--- src/rtl/cpu_fetch_pkg.sv ---
// cpu_fetch_pkg
//   Shared definitions for the instruction fetch stage: default bus widths,
//   opcode field position, the opcodes fetch reacts to, and the fetch state
//   encoding.
package cpu_fetch_pkg;

    localparam int unsigned ADDR_WIDTH_DEF = 10;
    localparam int unsigned DATA_WIDTH_DEF = 32;

    // Opcode occupies the top six bits of every instruction word.
    localparam int unsigned OPC_MSB = 31;
    localparam int unsigned OPC_LSB = 26;

    localparam logic [5:0] OPC_JUMP = 6'b010101;
    localparam logic [5:0] OPC_HALT = 6'b111111;

    typedef enum logic [1:0] {
        ST_WARMUP = 2'd0,
        ST_FETCH  = 2'd1,
        ST_HALT   = 2'd2
    } fetch_state_t;

endpackage

--- src/rtl/fetch_predecode.sv ---
// fetch_predecode
//   Combinational pre-decode of a fetched instruction word.
//   Ports:
//     instr       in  DATA_WIDTH  instruction word from the RAM
//     is_jump     out 1           opcode is JUMP
//     is_halt     out 1           opcode is HALT
//     jump_target out ADDR_WIDTH  absolute JUMP target (low address bits)
module fetch_predecode
    import cpu_fetch_pkg::*;
#(
    parameter int unsigned ADDR_WIDTH = ADDR_WIDTH_DEF,
    parameter int unsigned DATA_WIDTH = DATA_WIDTH_DEF
) (
    input  logic [DATA_WIDTH-1:0] instr,
    output logic                  is_jump,
    output logic                  is_halt,
    output logic [ADDR_WIDTH-1:0] jump_target
);

    logic [5:0] opcode;

    // Bits between the target field and the opcode carry no meaning here.
    logic unused_mid_bits;
    assign unused_mid_bits = ^instr[OPC_LSB-1:ADDR_WIDTH];

    assign opcode      = instr[OPC_MSB:OPC_LSB];
    assign is_jump     = (opcode == OPC_JUMP);
    assign is_halt     = (opcode == OPC_HALT);
    assign jump_target = instr[ADDR_WIDTH-1:0];

endmodule

--- src/rtl/instruction_fetch_unit.sv ---
// instruction_fetch_unit
//   Fetch stage: owns the PC, addresses the instruction RAM, registers the
//   returned word and hands it to decode over a valid/ready handshake.
//   Accepts redirects from later stages and stops on HALT.
//   Optional feature: define FETCH_EARLY_JUMP_EN to follow JUMP targets at
//   fetch time (no bubble); otherwise JUMP advances PC by one like any word.
//   Ports:
//     clock, reset      rising-edge clock, synchronous active-high reset
//     iram_address out  RAM address (the PC)
//     iram_data    in   RAM read data, combinational from iram_address
//     instr_out    out  registered instruction to decode
//     instr_pc     out  address instr_out came from
//     instr_valid  out  instr_out holds an undelivered instruction
//     instr_ready  in   decode accepts instr_out this cycle
//     redirect_valid / redirect_target in  flush and refetch from target
//     halted       out  unit is in HALT
module instruction_fetch_unit
    import cpu_fetch_pkg::*;
#(
    parameter int unsigned          ADDR_WIDTH = ADDR_WIDTH_DEF,
    parameter int unsigned          DATA_WIDTH = DATA_WIDTH_DEF,
    parameter logic [ADDR_WIDTH-1:0] RESET_PC  = '0
) (
    input  logic                  clock,
    input  logic                  reset,
    output logic [ADDR_WIDTH-1:0] iram_address,
    input  logic [DATA_WIDTH-1:0] iram_data,
    output logic [DATA_WIDTH-1:0] instr_out,
    output logic [ADDR_WIDTH-1:0] instr_pc,
    output logic                  instr_valid,
    input  logic                  instr_ready,
    input  logic                  redirect_valid,
    input  logic [ADDR_WIDTH-1:0] redirect_target,
    output logic                  halted
);

`ifdef FETCH_EARLY_JUMP_EN
    localparam bit EARLY_JUMP = 1'b1;
`else
    localparam bit EARLY_JUMP = 1'b0;
`endif

    fetch_state_t          state;
    fetch_state_t          next_state;
    logic [ADDR_WIDTH-1:0] pc;
    logic [ADDR_WIDTH-1:0] next_pc;
    logic                  fetch;
    logic                  is_jump;
    logic                  is_halt;
    logic [ADDR_WIDTH-1:0] jump_target;

    fetch_predecode #(
        .ADDR_WIDTH (ADDR_WIDTH),
        .DATA_WIDTH (DATA_WIDTH)
    ) u_predecode (
        .instr       (iram_data),
        .is_jump     (is_jump),
        .is_halt     (is_halt),
        .jump_target (jump_target)
    );

    assign iram_address = pc;
    assign halted       = (state == ST_HALT);

    // PC + 1 wraps naturally at 2^ADDR_WIDTH.
    assign next_pc = (EARLY_JUMP && is_jump) ? jump_target : pc + 1'b1;

    always_ff @(posedge clock) begin
        if (reset) begin
            state <= ST_WARMUP;
        end else begin
            state <= next_state;
        end
    end

    always_comb begin
        next_state = state;
        fetch      = 1'b0;
        if (redirect_valid) begin
            next_state = ST_FETCH;
        end else begin
            unique case (state)
                ST_WARMUP: next_state = ST_FETCH;
                ST_FETCH: begin
                    fetch = !instr_valid || instr_ready;
                    if (fetch && is_halt) begin
                        next_state = ST_HALT;
                    end
                end
                ST_HALT: next_state = ST_HALT;
                default: next_state = ST_WARMUP;
            endcase
        end
    end

    always_ff @(posedge clock) begin
        if (reset) begin
            pc          <= RESET_PC;
            instr_out   <= '0;
            instr_pc    <= '0;
            instr_valid <= 1'b0;
        end else if (redirect_valid) begin
            pc          <= redirect_target;
            instr_valid <= 1'b0;
        end else if (fetch) begin
            instr_out   <= iram_data;
            instr_pc    <= pc;
            instr_valid <= 1'b1;
            pc          <= next_pc;
        end else if (instr_ready) begin
            // Accept with nothing new to fetch (WARMUP/HALT) drains the slot.
            instr_valid <= 1'b0;
        end
    end

endmodule

--- config.mk ---
export PLATFORM = sky130hd
export DESIGN_NAME = instruction_fetch_unit
export DESIGN_NICKNAME = d
export VERILOG_FILES = /design/src/rtl/cpu_fetch_pkg.sv /design/src/rtl/fetch_predecode.sv /design/src/rtl/instruction_fetch_unit.sv
export SDC_FILE = /design/constraint.sdc
export NUM_CORES = 1
export LEC_CHECK = 0
export BUFFER_PORTS_ARGS = -buffer_cell sky130_fd_sc_hd__buf_4
export CORE_AREA = 2 2 60 90
export CTS_BUF_LIST = sky130_fd_sc_hd__clkbuf_16
export CTS_CLUSTER_DIAMETER = 80
export CTS_CLUSTER_SIZE = 24
export DETAILED_ROUTE_END_ITERATION = 8
export DIE_AREA = 0 0 62 92
export GPL_ROUTABILITY_DRIVEN = 0
export PLACE_DENSITY = 0.87
export SKIP_CTS_REPAIR_TIMING = 1
export SLEW_MARGIN = 10
export SYNTH_ARGS = -nofsm -noshare
export SYNTH_HDL_FRONTEND = slang
export SYNTH_SLANG_ARGS = --single-unit
--- constraint.sdc ---
create_clock -name clock -period 4.3 [get_ports clock]
set_clock_uncertainty 0.05 [all_clocks]
set_input_delay 0.43 -clock clock [delete_from_list [all_inputs] [get_ports clock]]
set_output_delay 0.43 -clock clock [all_outputs]
set_load 0.01 [all_outputs]
==> reports/qor_table.md, run 1 <==
| Parameter | Value | Unit |
|---|---|---|
| Top cell type by total area after synthesis | sky130_fd_sc_hd__dfxtp_1 | - |
| Mapped cell area | 2160 | µm² |
| Share of post-route cells with drive strength above 1 | 30.5 | % |
| Slack of the worst reg-to-reg path | 2240 | ps |
| CP required | 4460 | ps |
| Syn Nets | 322 | - |
| Fraction of the mapped netlist area in adder cells | 2.32 | % |
| DRC | 0 | - |
| Synthesis-to-finish area growth | 42.5 | % |
| Async set or reset register ratio after synthesis | 0 | % |
| HPWL after detailed placement | 4.00 | mm |
| Final sum of negative setup slack | 0 | ps |
| Top FF cell, synth | sky130_fd_sc_hd__dfxtp_1 | - |
| Fillers | 461 | - |
| Clk sinks | 55 | - |
| Post-Synth XOR/XNOR Area | 2.44 | % |
| Clock transition time at the flip-flop clock pins of the worst setup and hold paths | 60 | ps |
| Count of buffers from port buffering | 99 | - |
| Maximum fanout along the worst path | 35 | - |
| Number of library cell types mapped by synthesis | 27 | - |
| Overflow after GRT | 0 | - |
| Sequential share of the synthesized area | 51.0 | % |
| Initial standard-cell utilization of the core | 43.1 | % |
| Reg-to-reg startpoint | state[1] | - |
| Number of antenna violations at the first check in global routing | 0 | - |
| Final Routed Wirelength | 5.51 | mm |
| Arrival time at the worst endpoint | 2220 | ps |
| Floorplan row count | 32 | - |
| Core footprint | 5000 | µm² |
| Final critical-path share of the clock period | 47.9 | % |
| Post-layout nets | 413 | - |
| Post-DRT Antenna Nets | 0 | - |
| Dominant combinational cell family by area after synthesis | simple AND/OR/NAND/NOR gates | - |
| Slew of the pin with the lowest slew margin | 655 | ps |
| Share of synthesized cell area in and, or, nand and nor gates | 24.0 | % |
| Critical Setup Path Class | reg2reg | - |
| CTS Buffer Depth | 2 | - |
| Achievable Freq | 485 | MHz |
| Depth of the CTS H-tree | 2 | - |
| Final Hold Viols | 0 | - |
| Fraction of the mapped netlist area in compound gates | 15.4 | % |
| TritonCTS clock tree | built | - |
| Mean area per synthesized cell | 7.93 | µm² |
| Worst setup slack before clock tree synthesis | 2240 | ps |
| Number of ports placed on the die boundary | 100 | - |
| Most frequent cell after synthesis | sky130_fd_sc_hd__nand2_1 | - |
| Full die area | 5700 | µm² |
| Worst slew margin | 56.2 | % |
| Leakage power total | 0.00128 | µW |
| R2R depth | 7 | - |
| Global router's overall resource usage | 19.5 | % |
| Status | finished, final reports clean | - |
| Kind of capture point of the worst setup path | flop | - |
| Unrepaired setup endpoints after global routing | false | - |
| Hold Path Stages | 3 | - |
| Maximum number of pins on one net before global-route repair | 56 | - |
| Hold path startpoint | redirect_target[8] | - |
| Maximum vdd ir drop | 307 | µV |
| Type of element launching the critical path | flop | - |
| Die H | 92 | µm |
| Warning count from the yosys run | 0 | - |
| Drt via density | 5.04 | - |
| Most frequent cells after synthesis | 92 x sky130_fd_sc_hd__nand2_1, 55 x sky130_fd_sc_hd__dfxtp_1, 43 x sky130_fd_sc_hd__a21oi_1 | - |
| Shortest period the worst path allows | 2060 | ps |
| Insertion delay to the later sink of the worst-skew pair | 290 | ps |
| Share of cell area taken by muxes after synthesis | 0.464 | % |
| Post-detailed-route wirelength per cell | 12.8 | µm |
| Final slew viol count | 0 | - |
| Max-cap viol count | 0 | - |
| Number of flops mapped to enable cells by yosys | 0 | - |
| Horizontal die dimension | 62 | µm |
| Vias in the first global route | 2032 | - |
| Endpoint, Worst Hold | iram_address[8] | - |
| Diodes inserted | 0 | - |
| Global-route wire length before repair | 8.54 | mm |
| Capture instance of the worst register-to-register path | instr_pc[1] | - |
| Pwr Density | 364 | nW/µm² |
| Setup slack of the critical path after layout | 2240 | ps |
| Leading post-synthesis cells by cell area | sky130_fd_sc_hd__dfxtp_1 51%, sky130_fd_sc_hd__nand2_1 16%, sky130_fd_sc_hd__a21oi_1 10%, sky130_fd_sc_hd__clkbuf_1 2.4%, sky130_fd_sc_hd__ha_1 2.3% | - |
| Number of failing setup endpoints in the final timing report | 0 | - |
| Share of Yosys cell area claimed by the top area cell type | 51.0 | % |
| Total clock buffers created by CTS | 5 | - |
| Number of flip-flops and latches in the synthesized netlist | 55 | - |
| Clock tree root buffer cell | sky130_fd_sc_hd__clkbuf_16 | - |
| Post-Synthesis Cells | 272 | - |
| Vias | 2179 | - |
| DR pass1 iterations | 4 | - |
| Type of the tightest min-delay check | in2reg | - |
| Starting DRC count in detailed routing | 62 | - |
-- stage by stage --
stage               instances  util, %  area [µm²]  hold WS [ps]  power (µW)
floorplan                 272        -        2160           431         656
global placement          424     58.6        2930           392         744
detailed placement        424     58.6        2930           397         750
CTS                       432     61.4        3070           324        1130
global route              432     61.4        3070           329        1170
finish                    432     61.4        3070           324        1120
-- worst max-delay path by stage --
stage                               from               to  cells after the start
final                           state[1]      instr_pc[1]                      7
after global routing            state[1]    instr_out[30]                      7
after CTS                       state[1]      instr_pc[1]                      7
after detailed placement  redirect_valid     instr_out[7]                      6
after global placement          state[1]    instr_out[14]                      7
after floorplan                 state[1]  iram_address[9]                      6
-- cells by family (layout without fill, tap and decap cells) --
logic type,count (synthesis),count (layout)
AND/OR/NAND/NOR,124,124
XOR/XNOR,6,6
flip-flops,55,55
AO/OA/AOI/OAI,59,59
buffers and inverters,23,115
adder cells (fa/ha/maj),4,4
multiplexers,1,1
-- report_power, final --
group | switching, µW | total, µW | internal (µW) | leakage [µW]
Clock | 171 | 382 | 212 | 0.0000649
Sequential | 23.4 | 561 | 538 | 0.000450
Combinational | 89.4 | 176 | 86.4 | 0.000768
-- sequential cells by signal, indices dropped and copies added (netlist names) --
register      cells
instr_out        32
instr_pc         10
instr_valid       1
iram_address     10
state             2
-- cells in the final DEF (no fill, tap or decap) --
master                         n
sky130_fd_sc_hd__xnor2_1       5
sky130_fd_sc_hd__nor4_1        2
sky130_fd_sc_hd__inv_1         4
sky130_fd_sc_hd__and4_1        1
sky130_fd_sc_hd__a211oi_1      6
sky130_fd_sc_hd__clkinv_1      2
sky130_fd_sc_hd__buf_4       101
sky130_fd_sc_hd__clkinvlp_4    1
sky130_fd_sc_hd__a21oi_1      43
sky130_fd_sc_hd__clkbuf_16     5
sky130_fd_sc_hd__dfxtp_1      55
sky130_fd_sc_hd__o31ai_1       3
sky130_fd_sc_hd__xor2_1        1
sky130_fd_sc_hd__nor3_2        1
sky130_fd_sc_hd__or4_1         1
sky130_fd_sc_hd__nand3_1       6
sky130_fd_sc_hd__or3_1         2
sky130_fd_sc_hd__o21ai_0       3
sky130_fd_sc_hd__nand2_1      92
sky130_fd_sc_hd__a311oi_1      4
sky130_fd_sc_hd__or3_4         1
sky130_fd_sc_hd__nand2b_1      1
sky130_fd_sc_hd__ha_1          4
sky130_fd_sc_hd__nor2_1        9
sky130_fd_sc_hd__nor2b_1       1
sky130_fd_sc_hd__mux2i_1       1
sky130_fd_sc_hd__nand4_1       2
sky130_fd_sc_hd__nor3_1        5
sky130_fd_sc_hd__inv_2         2
-- layout make-up --
class	count	area (µm²)	share of cell area, %
Clock buffer	5	125	4.07
Clock inverter	3	15.0	0.488
Inverter	6	22.5	0.733
Multi-Input combinational cell	194	967	31.5
Sequential cell	55	1100	35.8
Tap cell	68	85.1	2.77
Timing Repair Buffer	101	758	24.7
-- critical path, stage by stage (launching register included) --
cell,delay (ps)
sky130_fd_sc_hd__dfxtp_1,330
sky130_fd_sc_hd__inv_1,80
sky130_fd_sc_hd__ha_1,280
sky130_fd_sc_hd__inv_2,100
sky130_fd_sc_hd__nor3_2,460
sky130_fd_sc_hd__buf_4,440
sky130_fd_sc_hd__nand2_1,120
sky130_fd_sc_hd__a21oi_1,140
-- routing by layer --
layer	up-vias	global-route usage [%]	share of wire (%)
li1	1087	-	-
met1	1010	20.6	39
met2	73	34.5	52
met3	9	4.80	6.7
met4	0	8.16	2.3
met5	-	0	0
Power figures use the tool's default switching activity.
==> inputs of run 2 (changes only) <==
==> constraint.sdc (replaced) <==
create_clock -name clock -period 2.1 [get_ports clock]
set_clock_uncertainty 0.05 [all_clocks]
set_input_delay 0.21 -clock clock [delete_from_list [all_inputs] [get_ports clock]]
set_output_delay 0.21 -clock clock [all_outputs]
set_load 0.01 [all_outputs]
==> reports/qor_table.md, run 2 (synthesis gave the netlist of run 1 again) <==
| Parameter | Value | Unit | Change |
|---|---|---|---|
| DR pass1 iterations | 4 | - | unchanged |
| Final Hold Viols | 0 | - | unchanged |
| Insertion delay to the later sink of the worst-skew pair | 290 | ps | about the same |
| Post-Place Cell Area | 2960 | µm² | was 2930 µm² |
| Clock transition time at the flip-flop clock pins of the worst setup and hold paths | 70 | ps | was 60 ps |
| Floorplan row count | 32 | - | unchanged |
| Post-detailed-route wirelength per cell | 12.9 | µm | was 12.8 µm |
| Number of antenna violations at the first check in global routing | 0 | - | unchanged |
| Pwr Density | 781 | nW/µm² | was 364 nW/µm² |
| Depth of the CTS H-tree | 2 | - | unchanged |
| Unrepaired setup endpoints after global routing | false | - | unchanged |
| Slowest library cell on the worst path | sky130_fd_sc_hd__or3_4 | - | was sky130_fd_sc_hd__nor3_2 |
| Final std cell area, no fill | 3120 | µm² | was 3070 µm² |
| CTS Buffer Depth | 2 | - | unchanged |
| Leakage power total | 0.00131 | µW | was 0.00128 µW |
| Diodes inserted | 0 | - | unchanged |
| Relative contribution of the clock network to total power | 37.8 | % | was 34.2% |
| Vias in the first global route | 2036 | - | was 2032 |
| Vias | 2155 | - | was 2179 |
| Max-cap viol count | 0 | - | unchanged |
| Clk sinks | 55 | - | unchanged |
| Reg power frac | 47.0 | % | was 50.1% |
| Initial standard-cell utilization of the core | 43.1 | % | unchanged |
| Total clock buffers created by CTS | 5 | - | unchanged |
| Setup slack of the critical path after layout | 172 | ps | was 2240 ps |
| Biggest register | instr_out | - | unchanged |
| Number of ports placed on the die boundary | 100 | - | unchanged |
| Maximum cell stage delay along the critical path | 400 | ps | was 460 ps |
| Leading cell type in the layout, fill and taps excluded | sky130_fd_sc_hd__buf_4 | - | unchanged |
| Final critical-path share of the clock period | 91.8 | % | was 47.9% |
| Post-layout nets | 416 | - | was 413 |
| TritonCTS clock tree | built | - | unchanged |
| Global-route wire length before repair | 8.80 | mm | was 8.54 mm |
| Final slew viol count | 0 | - | unchanged |
| Count of buffers from port buffering | 99 | - | unchanged |
| Core footprint | 5000 | µm² | unchanged |
| Power, Total | 2440 | µW | was 1120 µW |
| Full die area | 5700 | µm² | unchanged |
| Global router's overall resource usage | 20.2 | % | was 19.5% |
| Maximum vdd ir drop | 566 | µV | was 307 µV |
| Type of the tightest min-delay check | in2reg | - | unchanged |
| Logic pwr share | 15.2 | % | was 15.7% |
| Final Routed Wirelength | 5.62 | mm | was 5.51 mm |
| Maximum number of pins on one net before global-route repair | 56 | - | unchanged |
| Shortest period the worst path allows | 1930 | ps | was 2060 ps |
| Critical Setup Path Class | reg2reg | - | unchanged |
| Drt via density | 4.95 | - | was 5.04 |
| Number of flip-flops under the largest register name | 32 | - | unchanged |
| Kind of capture point of the worst setup path | flop | - | unchanged |
| Number of buffers and inverters on the critical path | 2 | - | was 3 |
| Top cell family by delay on the critical path | simple AND/OR/NAND/NOR gates | - | was buffers and inverters |
| Starting DRC count in detailed routing | 58 | - | was 62 |
| DRC | 0 | - | unchanged |
| HPWL after detailed placement | 4.01 | mm | was 4.00 mm |
| Switching part of the total power | 24.5 | % | was 25.3% |
| Slew of the pin with the lowest slew margin | 571 | ps | was 655 ps |
| Cell internal pwr | 1840 | µW | was 836 µW |
| Maximum fanout along the worst path | 6 | - | was 35 |
| CP cell instances | inv_1 -> ha_2 -> inv_2 -> or3_4 -> or4_1 -> a311oi_1 | - | was inv_1 -> ha_1 -> inv_2 -> nor3_2 -> buf_4 -> nand2_1 -> a21oi_1 |
| Arrival time at the worst endpoint | 2080 | ps | was 2220 ps |
| Horizontal die dimension | 62 | µm | unchanged |
| Synthesis-to-finish area growth | 44.8 | % | was 42.5% |
| Type of element launching the critical path | flop | - | unchanged |
| Die H | 92 | µm | unchanged |
| Post-DRT Antenna Nets | 0 | - | unchanged |
| Share of post-route cells with drive strength above 1 | 31.6 | % | was 30.5% |
| Overflow after GRT | 0 | - | unchanged |
| Status | finished, final reports clean | - | unchanged |
| Net load switching power | 599 | µW | was 283 µW |
| CP required | 2250 | ps | was 4460 ps |
| Achievable Freq | 519 | MHz | was 485 MHz |
| Most used cells in the layout excluding fill and tap cells | 104 x sky130_fd_sc_hd__buf_4, 92 x sky130_fd_sc_hd__nand2_1, 55 x sky130_fd_sc_hd__dfxtp_1 | - | was 101 x sky130_fd_sc_hd__buf_4, 92 x sky130_fd_sc_hd__nand2_1, 55 x sky130_fd_sc_hd__dfxtp_1 |
| Worst slew margin | 62.0 | % | was 56.2% |
| Final sum of negative setup slack | 0 | ps | unchanged |
| Worst setup slack before clock tree synthesis | 172 | ps | was 2240 ps |
| Number of failing setup endpoints in the final timing report | 0 | - | unchanged |
| Clock tree root buffer cell | sky130_fd_sc_hd__clkbuf_16 | - | unchanged |
run 2: cell types whose count changed in the layout (fill, tap and decap cells not counted):
cell / previous run / this run
sky130_fd_sc_hd__clkinvlp_4: 1 / 0
sky130_fd_sc_hd__ha_1: 4 / 3
sky130_fd_sc_hd__clkinv_1: 2 / 1
sky130_fd_sc_hd__clkinv_2: 0 / 1
sky130_fd_sc_hd__buf_4: 101 / 104
sky130_fd_sc_hd__bufinv_16: 0 / 1
sky130_fd_sc_hd__ha_2: 0 / 1
run 2: power by group through the flow:
stage	sequential (µW)	clock [µW]	combinational (µW)
after floorplan	1190	0	152
after global placement	1170	0	361
after detailed placement	1170	0	372
after CTS	1150	937	374
after global routing	1160	981	408
final	1150	922	370
run 2: area by class of cell:
cell class                      instances  area [µm²]
Clock buffer                            5         125
Clock inverter                          3        38.8
Fill cell                             456        1880
Inverter                                6        22.5
Multi-Input combinational cell        194         970
Sequential cell                        55        1100
Tap cell                               68        85.1
Timing Repair Buffer                  104         781
run 2: per-layer routing:
metal,global-route usage (%),share of wire [%]
met3,4.51,5.0
met5,0,0
met2,35.0,52
met1,23.0,41
met4,7.62,1.4
run 2: tightest hold or removal path: stages:
cell	delay, ps
sky130_fd_sc_hd__buf_4	80
sky130_fd_sc_hd__nand3_1	50
sky130_fd_sc_hd__o31ai_1	60
run 2: worst paths after layout:
kind,cells past startpoint,from,slack [ps],to
hold reg to reg,2,instr_pc[6],400,instr_pc[6]
setup / recovery,6,state[1],170,iram_address[9]
hold / removal,3,redirect_target[8],100,iram_address[8]
setup reg to reg,6,state[1],170,iram_address[9]
run 2: through the flow:
| step | std cells | util (%) | hold WS [ps] |
|---|---|---|---|
| 6_report | 435 | 62.4 | 100 |
| 3_3_place_gp | 427 | 59.1 | 381 |
| 3_5_place_dp | 427 | 59.1 | 393 |
| 5_1_grt | 435 | 62.4 | 110 |
| 4_1_cts | 435 | 62.4 | 94.0 |
| 2_1_floorplan | 272 | - | 292 |
